===== src/rtl/obuf_data_packer.sv =====
// Packs RATIO output-buffer rows into one DDR write word, row i in slice i,
// behind a single-word output register with flush support for partial words.
module obuf_data_packer #(
  parameter int DDR_BANDWIDTH = 512,
  parameter int NUM_BANKS     = 8,
  parameter int DATA_WIDTH    = 8,
  localparam int RATIO        = DDR_BANDWIDTH / (NUM_BANKS * DATA_WIDTH)
) (
  input  logic                              clk,
  input  logic                              rstn,
  input  logic [NUM_BANKS*DATA_WIDTH-1:0]   bank_data_in,
  input  logic                              bank_valid,
  output logic                              bank_ready,
  input  logic                              flush,
  output logic                              flush_done,
  output logic [DDR_BANDWIDTH-1:0]          ddr_data_out,
  output logic [RATIO-1:0]                  ddr_strb,
  output logic                              ddr_valid,
  input  logic                              ddr_ready
);

  localparam int ROW_W = NUM_BANKS * DATA_WIDTH;
  localparam int CNT_W = (RATIO > 1) ? $clog2(RATIO) : 1;
  localparam logic [CNT_W-1:0] LAST = CNT_W'(RATIO - 1);

  logic [CNT_W-1:0]         cnt;
  logic [DDR_BANDWIDTH-1:0] acc;
  logic [DDR_BANDWIDTH-1:0] merged;
  logic [RATIO-1:0]         part_strb;
  logic                     slot_free;
  logic                     accept;
  logic                     flush_fire;

  // Only the final row of a word needs the output slot; earlier rows go to acc.
  always_comb begin
    slot_free  = !ddr_valid || ddr_ready;
    bank_ready = !flush && (cnt != LAST || slot_free);
    accept     = bank_valid && bank_ready;
    flush_fire = flush && slot_free;
  end

  always_comb begin
    merged = acc;
    merged[32'(cnt) * ROW_W +: ROW_W] = bank_data_in;
  end

  always_comb begin
    part_strb = '0;
    for (int unsigned i = 0; i < RATIO; i++) begin
      part_strb[i] = (i < 32'(cnt));
    end
  end

  always_ff @(posedge clk) begin
    if (!rstn) begin
      cnt          <= '0;
      acc          <= '0;
      ddr_valid    <= 1'b0;
      ddr_data_out <= '0;
      ddr_strb     <= '0;
      flush_done   <= 1'b0;
    end else begin
      flush_done <= flush_fire;
      if (ddr_valid && ddr_ready) begin
        ddr_valid <= 1'b0;
      end
      // A load in the same cycle as a drain overrides the clear above.
      if (accept) begin
        if (cnt == LAST) begin
          ddr_data_out <= merged;
          ddr_strb     <= '1;
          ddr_valid    <= 1'b1;
          cnt          <= '0;
          acc          <= '0;
        end else begin
          acc <= merged;
          cnt <= cnt + 1'b1;
        end
      end else if (flush_fire && cnt != '0) begin
        ddr_data_out <= acc;
        ddr_strb     <= part_strb;
        ddr_valid    <= 1'b1;
        cnt          <= '0;
        acc          <= '0;
      end
    end
  end

endmodule


===== config.mk =====
export PLATFORM = sky130hd
export DESIGN_NAME = obuf_data_packer
export DESIGN_NICKNAME = d
export VERILOG_FILES = /design/src/rtl/obuf_data_packer.sv
export SDC_FILE = /design/constraint.sdc
export NUM_CORES = 2
export LEC_CHECK = 0
export CAP_MARGIN = 0
export CORE_UTILIZATION = 59
export DETAILED_ROUTE_END_ITERATION = 7
export PLACE_DENSITY = 0.92
export SYNTH_ARGS = -nofsm -noshare
export SYNTH_HDL_FRONTEND = slang
export SYNTH_SLANG_ARGS = --single-unit

===== constraint.sdc =====
create_clock -name clk -period 7.4 [get_ports clk]
set_input_delay 1.48 -clock clk [delete_from_list [all_inputs] [get_ports clk]]
set_output_delay 1.48 -clock clk [all_outputs]
set_load 0.02 [all_outputs]

==> results.toml <==
[synthesis]
syn_avg_cell_area_sq_um = 8.89
synth_xor_area_frac = 0
synth_compound_area_frac = 0.274
syn_area_sq_um = 41600
synth.net_count = 4759
dominantRegCellSynth = "dfxtp_1"
yosys_warnings = 0
ys_ff_latch = 1037
ys_seq_area_frac = 0.499
synthCells = 4683
synthArstFlopShare = 0
synth_edf_count = 0
yosys.area_share.simple = 0.166
synthAdderAreaFrac = 0.00210
synth.distinct_cells = 60
synth_top_family_by_area = "compound AO/OA/AOI/OAI gates"
synthMuxAreaShare = 0.000240

[final_layout]
nets = 4949
area_growth_pct = 21.7
drive_gt1_frac = 0.0551

[global_route]
overflow = 0
grt_max_degree = 234
grtUsageTotal = 0.443
antenna_found_initial = 16
grt_pass1_vias = 39100
grt_pass1_wl_mm = 242

[power_and_ir_drop]
ir_drop_v = 0.000191
power-per-cell-area_nw_per_um2 = 248
power_leakage_nw = 17.1
finalPower_mw = 12.6

[floorplanning]
num_rows = 97
die_h_um = 268
core-area_sq_um = 69900
die-area_sq_um = 71600
ios = 592
die_x_um = 268
start_util = 0.595

[sta]
tns_ps = 0
whs_ps = 461
rsz0062_at_grt = "false"
fmax_ghz = 0.191
hold_violations = 0
fin_crit_ps = 5240
final_max_slew_viol_count = 0
finalSetupViolCount = 0
slew_headroom = 0.0907
fin_crit_sh = 0.708
fin_skew_ps = 35.3
tightest_slew_ps = 1360

[route]
wl_per_cell_um = 28.2
drt_iter0_markers = 7956
wirelength_mm = 166
drc = 2
via_count = 42400
dr.pass1.iters = 8
antenna_left = 0
viasPerCell = 7.19

[worst_setup_path]
worst-r2r-setup-slack_ps = 2560
rr_startpoint = "cnt[0]$_SDFFE_PN0P_"
path_max_fanout = 19
crit_start = "cnt[0]$_SDFFE_PN0P_"
criticalPathCategory = "flip-flop to output port"
arrival_ps = 3760
crit_required_ps = 5920
critPathCaptureType = "output port"
startpoint_type = "flip-flop"

[placed_design]
gp_congestion = 0.911
dp_hpwl_mm = 95.5
port_buffers = 591

[cts]
ctsHtreeMaxLevel = 3
hold_buffers = 0
clk_pin_slew_ps = 60
cts_setup_buffers = 0
clock_sinks = 1037
cts_tree = "yes"
cts_buffers = 101
cts_root_buffer = "clkbuf_16"
clock_path_buffers = 3
insertion_delay_ps = 680
cts.repair.resized = 0

[min_path]
min-delay-start = "acc[316]$_SDFFE_PN0P_"
hp-class = "flip-flop to flip-flop"

[status]
violations = "DRC"
status = "finished with violations"

[run]
maxCapViolations = 0
## registers in the layout, indices dropped and copies added (netlist names)
register,cells
flush_done,1
cnt,3
ddr_strb,8
acc,512
ddr_data_out,512
ddr_valid,1
## layer usage
metal | track usage | wire length [um]
met1 | 0.538 | 55600
met2 | 0.635 | 69100
met3 | 0.166 | 27100
met4 | 0.333 | 14100
met5 | 0.0173 | 240
## Yosys cell counts (128+ instances only)
master / number / area [sq um]
nand2_1: 431 / 1620
nor2_1: 271 / 1020
a221o_1: 128 / 1280
nand3_1: 198 / 991
and2_1: 165 / 1030
a21oi_1: 193 / 966
clkbuf_1: 403 / 1510
nor3_1: 162 / 811
o2bb2ai_1: 153 / 1340
a31oi_1: 129 / 807
dfxtp_1: 1037 / 20800
buf_2: 133 / 666
o21ai_0: 507 / 2540
a32o_1: 153 / 1530
## where the power goes
group / internal [mW] / switching, mW
clock network: 3.24 / 2.28
registers: 5.70 / 0.0948
logic: 0.345 / 0.899
total: 9.28 / 3.27
## worst max-delay path: stages (launching register included)
cell and delay, ps:
dfxtp_1 810, ha_1 430, ha_1 370, and3b_1 680, nor2_1 190, clkdlybuf4s50_1 590
## worst paths after layout
| check | endpoint | cells after the start |
|---|---|---|
| worst min-delay path | acc[316]$_SDFFE_PN0P_ | 1 |
| worst min register to register | acc[316]$_SDFFE_PN0P_ | 1 |
| worst max register to register | acc[492]$_SDFFE_PN0P_ | 8 |
| worst max-delay path | bank_ready | 5 |
## metrics by stage
stage | setup slack (ps) | utilization | cells | area (sq um)
after floorplan | 3830 | - | 4683 | 41600
after detailed placement | 2200 | 0.674 | 5710 | 47100
final | 2160 | 0.725 | 5896 | 50700
after CTS | 2280 | 0.724 | 5891 | 50600
after global placement | 2350 | 0.674 | 5710 | 47100
after global routing | 2140 | 0.724 | 5891 | 50600
## cell families (layout without fill, tap and decap cells)
kind of cell	count (synthesis)	count (layout)
adder cells (fa/ha/maj)	7	7
other	0	5
multiplexers	1	1
buffers and inverters	588	856
AND/OR/NAND/NOR	1419	1419
AO/OA/AOI/OAI	1631	1631
flip-flops	1037	1037
## layout by cell type, fill, tap and decap left out, drive strengths merged, types with 67 or more instances in the layout
cell / n
a31oi: 129
clkdlybuf4s50: 590
nand2: 431
o2bb2ai: 153
o31ai: 127
dfxtp: 1037
nor3: 164
clkbuf: 153
a221oi: 104
nand3: 198
buf: 67
a21oi: 193
and2: 165
nor4: 80
o21ai: 509
a221o: 128
a32o: 153
nor2: 273
## layout make-up
cell class                 instances  area (sq um)
multi-input combinational       3058         18600
fill                            4792         19200
inverter                          18          72.6
antenna                            5          12.5
timing repair buffer             657          6470
clock inverter                    28           510
sequential                      1037         20800
tap                              940          1180
clock buffer                     153          3020
Note: power is estimated with default switching activity, not from simulation.
